===== config.mk =====
export PLATFORM = sky130hd
export DESIGN_NAME = matvec_engine
export DESIGN_NICKNAME = d
export VERILOG_FILES = /design/src/rtl/matvec_pkg.sv /design/src/rtl/matvec_mac.sv /design/src/rtl/matvec_engine.sv
export SDC_FILE = /design/constraint.sdc
export NUM_CORES = 2
export LEC_CHECK = 0
export CAP_MARGIN = 20
export CORE_MARGIN = 10
export CORE_UTILIZATION = 40
export CTS_CLUSTER_DIAMETER = 40
export DETAILED_ROUTE_END_ITERATION = 6
export PLACE_DENSITY = 0.67
export SLEW_MARGIN = 20
export SYNTH_ARGS = -nofsm -noshare
export SYNTH_HDL_FRONTEND = slang
export SYNTH_HIERARCHICAL = 1
export SYNTH_SLANG_ARGS = --single-unit

===== constraint.sdc =====
create_clock -name clk -period 11.55 [get_ports clk]
set_input_delay 1.7325 -clock clk [delete_from_list [all_inputs] [get_ports clk]]
set_output_delay 1.7325 -clock clk [all_outputs]
set_load 0.02 [all_outputs]

===== src/rtl/matvec_pkg.sv =====
// Shared definitions for the matrix-vector engine.
// Holds the controller state encoding and default sizing.
package matvec_pkg;

    localparam int DEF_ROWS       = 8;
    localparam int DEF_COLS       = 8;
    localparam int DEF_DATA_WIDTH = 8;
    localparam int DEF_ACC_WIDTH  = 24;
    localparam int DEF_SIGNED     = 0;

    typedef enum logic [1:0] {
        ST_IDLE  = 2'd0,
        ST_FETCH = 2'd1,
        ST_CALC  = 2'd2,
        ST_DRAIN = 2'd3
    } state_e;

endpackage


===== src/rtl/matvec_mac.sv =====
// One row multiply-accumulate lane.
// Products are 2*DATA_WIDTH wide, extended to the accumulator width.
module matvec_mac #(
    parameter int DATA_WIDTH = 8,
    parameter int ACC_WIDTH  = 24,
    parameter int SIGNED     = 0
) (
    input  logic                  clk,
    input  logic                  rst_n,
    input  logic                  en,
    input  logic                  clr,
    input  logic [DATA_WIDTH-1:0] a,
    input  logic [DATA_WIDTH-1:0] b,
    output logic [ACC_WIDTH-1:0]  acc
);

    logic [2*DATA_WIDTH-1:0] a_x;
    logic [2*DATA_WIDTH-1:0] b_x;
    logic [2*DATA_WIDTH-1:0] prod;
    logic [ACC_WIDTH-1:0]    ext_s;
    logic [ACC_WIDTH-1:0]    ext_u;
    logic [ACC_WIDTH-1:0]    prod_ext;
    logic [ACC_WIDTH-1:0]    acc_d;
    logic [ACC_WIDTH-1:0]    acc_q;

    // Low 2*DW bits of the extended product are exact for both signednesses
    assign a_x = (SIGNED != 0) ? {{DATA_WIDTH{a[DATA_WIDTH-1]}}, a}
                               : {{DATA_WIDTH{1'b0}}, a};
    assign b_x = (SIGNED != 0) ? {{DATA_WIDTH{b[DATA_WIDTH-1]}}, b}
                               : {{DATA_WIDTH{1'b0}}, b};
    assign prod  = a_x * b_x;
    assign ext_s = ACC_WIDTH'($signed(prod));
    assign ext_u = ACC_WIDTH'(prod);
    assign prod_ext = (SIGNED != 0) ? ext_s : ext_u;

    always_comb begin
        acc_d = (clr ? '0 : acc_q) + (en ? prod_ext : '0);
    end

    always_ff @(posedge clk) begin
        if (!rst_n) begin
            acc_q <= '0;
        end else if (en || clr) begin
            acc_q <= acc_d;
        end
    end

    assign acc = acc_q;

endmodule


===== src/rtl/matvec_engine.sv =====
// Matrix-vector engine: fetches B and the rows of A over Avalon-MM,
// accumulates A*B one column per cycle and streams the row results.
module matvec_engine
    import matvec_pkg::*;
#(
    parameter int ROWS       = DEF_ROWS,
    parameter int COLS       = DEF_COLS,
    parameter int DATA_WIDTH = DEF_DATA_WIDTH,
    parameter int ACC_WIDTH  = DEF_ACC_WIDTH,
    parameter int SIGNED     = DEF_SIGNED
) (
    input  logic                       clk,
    input  logic                       rst_n,
    input  logic                       start,
    input  logic                       accum,
    input  logic [31:0]                base_addr,
    output logic                       busy,
    output logic                       done,
    output logic [31:0]                address,
    output logic                       read,
    input  logic [COLS*DATA_WIDTH-1:0] readdata,
    input  logic                       readdatavalid,
    input  logic                       waitrequest,
    output logic [ACC_WIDTH-1:0]       res_data,
    output logic [$clog2(ROWS)-1:0]    res_idx,
    output logic                       res_valid,
    input  logic                       res_ready
);

    localparam int NW = ROWS + 1;
    localparam int CW = $clog2(NW + 1);
    localparam int KW = (COLS > 1) ? $clog2(COLS) : 1;
    localparam int IW = $clog2(ROWS);
    localparam int WW = COLS * DATA_WIDTH;

    state_e          state_q, state_d;
    logic            accum_q, accum_d;
    logic            read_q, read_d;
    logic [31:0]     addr_q, addr_d;
    logic [CW-1:0]   req_q, req_d;
    logic [CW-1:0]   rsp_q, rsp_d;
    logic [KW-1:0]   k_q, k_d;
    logic [IW-1:0]   row_q, row_d;
    logic            done_q, done_d;
    logic            vld_q, vld_d;
    logic            wr_en;
    logic            mac_en;
    logic            mac_clr;

    logic [WW-1:0]         words_q [NW];
    logic [DATA_WIDTH-1:0] b_elem;
    logic [ACC_WIDTH-1:0]  acc [ROWS];

    always_comb begin
        state_d = state_q;
        accum_d = accum_q;
        read_d  = read_q;
        addr_d  = addr_q;
        req_d   = req_q;
        rsp_d   = rsp_q;
        k_d     = k_q;
        row_d   = row_q;
        done_d  = 1'b0;
        vld_d   = vld_q;
        wr_en   = 1'b0;
        mac_en  = 1'b0;
        mac_clr = 1'b0;
        unique case (state_q)
            ST_IDLE: begin
                if (start) begin
                    state_d = ST_FETCH;
                    accum_d = accum;
                    addr_d  = base_addr;
                    read_d  = 1'b1;
                    req_d   = '0;
                    rsp_d   = '0;
                end
            end
            ST_FETCH: begin
                if (read_q && !waitrequest) begin
                    req_d = req_q + 1'b1;
                    if (req_q == CW'(ROWS)) begin
                        read_d = 1'b0;
                    end else begin
                        addr_d = addr_q + 32'd1;
                    end
                end
                if (readdatavalid) begin
                    wr_en = 1'b1;
                    rsp_d = rsp_q + 1'b1;
                    if (rsp_q == CW'(ROWS)) begin
                        state_d = ST_CALC;
                        read_d  = 1'b0;
                        k_d     = '0;
                    end
                end
            end
            ST_CALC: begin
                mac_en  = 1'b1;
                mac_clr = (k_q == '0) && !accum_q;
                k_d     = k_q + 1'b1;
                if (k_q == KW'(COLS - 1)) begin
                    state_d = ST_DRAIN;
                    row_d   = '0;
                    vld_d   = 1'b1;
                end
            end
            ST_DRAIN: begin
                if (res_ready) begin
                    if (row_q == IW'(ROWS - 1)) begin
                        state_d = ST_IDLE;
                        vld_d   = 1'b0;
                        done_d  = 1'b1;
                        row_d   = '0;
                    end else begin
                        row_d = row_q + 1'b1;
                    end
                end
            end
            default: state_d = ST_IDLE;
        endcase
    end

    always_ff @(posedge clk) begin
        if (!rst_n) begin
            state_q <= ST_IDLE;
            accum_q <= 1'b0;
            read_q  <= 1'b0;
            addr_q  <= '0;
            req_q   <= '0;
            rsp_q   <= '0;
            k_q     <= '0;
            row_q   <= '0;
            done_q  <= 1'b0;
            vld_q   <= 1'b0;
        end else begin
            state_q <= state_d;
            accum_q <= accum_d;
            read_q  <= read_d;
            addr_q  <= addr_d;
            req_q   <= req_d;
            rsp_q   <= rsp_d;
            k_q     <= k_d;
            row_q   <= row_d;
            done_q  <= done_d;
            vld_q   <= vld_d;
        end
    end

    // Word 0 holds B, word r+1 holds row r of A
    always_ff @(posedge clk) begin
        if (wr_en) begin
            words_q[rsp_q] <= readdata;
        end
    end

    assign b_elem = words_q[0][k_q*DATA_WIDTH +: DATA_WIDTH];

    for (genvar r = 0; r < ROWS; r++) begin : g_row
        logic [DATA_WIDTH-1:0] a_elem;
        assign a_elem = words_q[r+1][k_q*DATA_WIDTH +: DATA_WIDTH];
        matvec_mac #(
            .DATA_WIDTH (DATA_WIDTH),
            .ACC_WIDTH  (ACC_WIDTH),
            .SIGNED     (SIGNED)
        ) u_mac (
            .clk   (clk),
            .rst_n (rst_n),
            .en    (mac_en),
            .clr   (mac_clr),
            .a     (a_elem),
            .b     (b_elem),
            .acc   (acc[r])
        );
    end

    assign busy      = (state_q != ST_IDLE);
    assign done      = done_q;
    assign address   = addr_q;
    assign read      = read_q;
    assign res_data  = acc[row_q];
    assign res_idx   = row_q;
    assign res_valid = vld_q;

endmodule


==> impl_results.md <==
- Internal power: 10800 µW
- Slowest CP cell: dfxtp_4
- Syn Nets: 6199
- Cts hold-fix bufs: 0
- Clock transition at the registers of the reported paths: 0.05 ns
- Final Wtd Congestion: 0.921
- Ys flop type: edfxtp_1
- Cells after synthesis: 5367
- Critical-path maximum fanout: 45
- Worst Clk Skew: 0.0367 ns
- Routed wire length: 161000 µm
- CP dominant cell by count: fa_1
- Drt wl/cell: 21.3 µm
- Worst slew pin tran: 1.05 ns
- Hold Path Class: reg2reg
- Row cnt: 140
- Insertion delay to the later sink of the worst-skew pair: 0.77 ns
- CP delay by family, top: adder cells
- Area delta synth->final: 14.2%
- Final #Nets: 6370
- Layout Utilization: 0.460
- Detailed placement HPWL: 115000 µm
- Hold Violations, Final: 0
- Final period utilization: 0.771
- Input/output buffers: 165
- Max IR drop VDD: 0.312 mV
- Unrepaired setup endpoints after global routing: no
- Core area: 146000 µm²
- Cell Area, Placed: 62600 µm²
- Setup-failing EPs final: 0
- CTS tree: yes
- YS warnings: 6
- Via count: 42400
- DIE HEIGHT: 403 µm
- CP arrival: 9.55 ns
- IO Count: 166
- Vias in the first global route: 42300
- Grt ovf: 0
- Initial core utilization: 0.403
- Cell Area, Synth: 58800 µm²
- Post-route DRC: 0
- P_sw: 8930 µW
- Seq cells post-synth: 820
- Final antenna-violating net count: 0
- CP Buf/Inv Count: 4
- Slowest cell delay on critical path: 0.95 ns
- P_leak: 0.0271 µW
- Power Total: 19700 µW
- Clock share of power: 0.205
- Pins Over Slew Limit: 0
- Largest net degree at the start of global routing: 153
- Switching portion of total power: 0.454
- Synthesized area per cell: 11.0 µm²
- Max Clk Rate: 112 MHz
- Post-route minimum period: 8.91 ns
- Worst Setup End Kind: flop
- Sequential share of the synthesized area: 0.377
- H-tree Lvls: 4
- Synth cell types: 104
- CP Cell Sequence: buf_4, mux4_2, mux2_2, buf_4, and2_1, fa_1, fa_1, fa_1, inv_1, fa_1, inv_1, ha_1, o21a_1, nor2_1, a211oi_1, o31ai_1, a21oi_1, mux2i_1, ha_1, a21o_1, o31ai_1, nor3_1, mux2i_1
- 1st-iter DRT viols: 3337
- Final std cells w/o fill: 7564
- CP Class: reg2reg
- Worst-case clock buffer depth: 3
- Logic pwr share: 0.614
- CTS resizes: 0
- Die footprint: 163000 µm²
- Die Wd: 403 µm
- Number of synthesized flops with an enable pin: 576
- Initial antenna violation count: 7
- Total negative slack: 0 ns
- Worst Setup Start Kind: flop
- Post-CTS setup repair buffer count: 0
- Pwr per Cell Area: 293 nW/µm²
- Pre-antenna DRT Iters: 5
- Dpl cells: 7321
- Part of the power in registers: 0.180
- Global-route wire length before repair: 249000 µm
- CTS root buffer: clkbuf_16
- CTS Buf Count: 132
- Post-route cell area: 67200 µm²
- Share of layout cells above drive strength 1: 0.115
- Total Routing Usage GR: 0.194
- Clock Sinks: 820
- Required @ worst endpoint: 12.19 ns
- Via density: 5.61
- Slew HR: 0.297
- Asr flop ratio synth: 0
- Max Cap Viol: 0
- Status: complete, no violations
metrics by stage:
stage | hold slack (ns) | setup WS, ns
after floorplan | 0.436 | 3.86
after global placement | 0.444 | 2.72
after detailed placement | 0.452 | 2.62
after CTS | 0.457 | 2.59
after global routing | 0.486 | 2.02
final | 0.458 | 2.64
worst reg2reg max path, cell delays in order, from the launching register on:
cell	delay (ns)
dfxtp_4	0.95
buf_4	0.68
mux4_2	0.59
mux2_2	0.50
buf_4	0.36
and2_1	0.25
fa_1	0.52
fa_1	0.53
fa_1	0.54
inv_1	0.05
fa_1	0.52
inv_1	0.04
ha_1	0.34
o21a_1	0.14
nor2_1	0.05
a211oi_1	0.32
o31ai_1	0.14
a21oi_1	0.21
mux2i_1	0.50
ha_1	0.39
a21o_1	0.23
o31ai_1	0.66
nor3_1	0.14
mux2i_1	0.15
logic make-up after synthesis:
family,after synthesis,synth area share
adder cells (fa/ha/maj),729,0.193
XOR/XNOR,120,0.0179
AO/OA/AOI/OAI,909,0.103
flip-flops,820,0.377
AND/OR/NAND/NOR,1783,0.165
multiplexers,333,0.0997
buffers and inverters,673,0.0439
power by group through the flow:
stage | Sequential (µW) | Clock, µW | Combinational, µW
6_report | 3550 | 4040 | 12100
5_1_grt | 3570 | 4240 | 13700
4_1_cts | 3560 | 4110 | 12000
3_5_place_dp | 3610 | 0 | 11900
3_3_place_gp | 3600 | 0 | 11700
2_1_floorplan | 3550 | 0 | 9010
flip-flops by register name, indices dropped and copies added, names as in the netlist:
signal,count
res_idx,3
read,1
req_q,4
k_q,3
g_row.u_mac/acc,192
accum_q,1
words_q,576
rsp_q,4
address,32
state_q,2
res_valid,1
done,1
Yosys cell counts (all sizes together), types with 95 or more instances:
master	number	area share
a21oi	232	0.020
and2	531	0.057
clkbuf	132	0.0084
dfxtp	244	0.083
edfxtp	576	0.29
fa	296	0.10
ha	433	0.092
inv	494	0.032
mux2	98	0.019
mux4	192	0.074
nand2	326	0.021
nand3	157	0.013
nor2	239	0.015
nor2b	156	0.017
nor3	95	0.0085
o21ai	203	0.017
metal layers:
| metal | vias to the layer above | wire, µm | part of all wire | track usage |
|---|---|---|---|---|
| met4 | 2 | 6360 | 0.039 | 0.0803 |
| li1 | 19700 | - | - | - |
| met1 | 21200 | 71600 | 0.44 | 0.264 |
| met3 | 253 | 9310 | 0.058 | 0.0308 |
| met5 | - | 13 | 0.000081 | 0 |
| met2 | 1290 | 74000 | 0.46 | 0.308 |
placed cells by master, fill, tap and decap left out, types with 199 or more instances in the layout:
cell type  Yosys  routed
nor2_1       238     234
o21ai_0      199     199
fa_1         296     296
and2_1       529     529
inv_1        492     491
edfxtp_1     576     576
nand2_1      323     323
dfxtp_1      244     239
ha_1         433     431
a21oi_1      231     231
final timing paths:
check,start,end,slack (ns),cells after the start
setup / recovery,k_q[0],g_row[1].u_mac/acc[20],2.64,23
hold / removal,g_row[3].u_mac/acc[6],g_row[3].u_mac/acc[6],0.46,2
setup reg to reg,k_q[0],g_row[1].u_mac/acc[20],2.64,23
hold reg to reg,g_row[3].u_mac/acc[6],g_row[3].u_mac/acc[6],0.46,2
cell type report:
| class | count | area [µm²] |
|---|---|---|
| Fill cell | 13200 | 78800 |
| Multi-Input combinational cell | 3874 | 34100 |
| Sequential cell | 820 | 22200 |
| Clock buffer | 160 | 3490 |
| Tap cell | 1917 | 2400 |
| Timing Repair Buffer | 210 | 2010 |
| Inverter | 500 | 1880 |
| Clock inverter | 78 | 1070 |
| Antenna cell | 5 | 12.5 |
No activity file was read; power rests on OpenSTA's default activity.
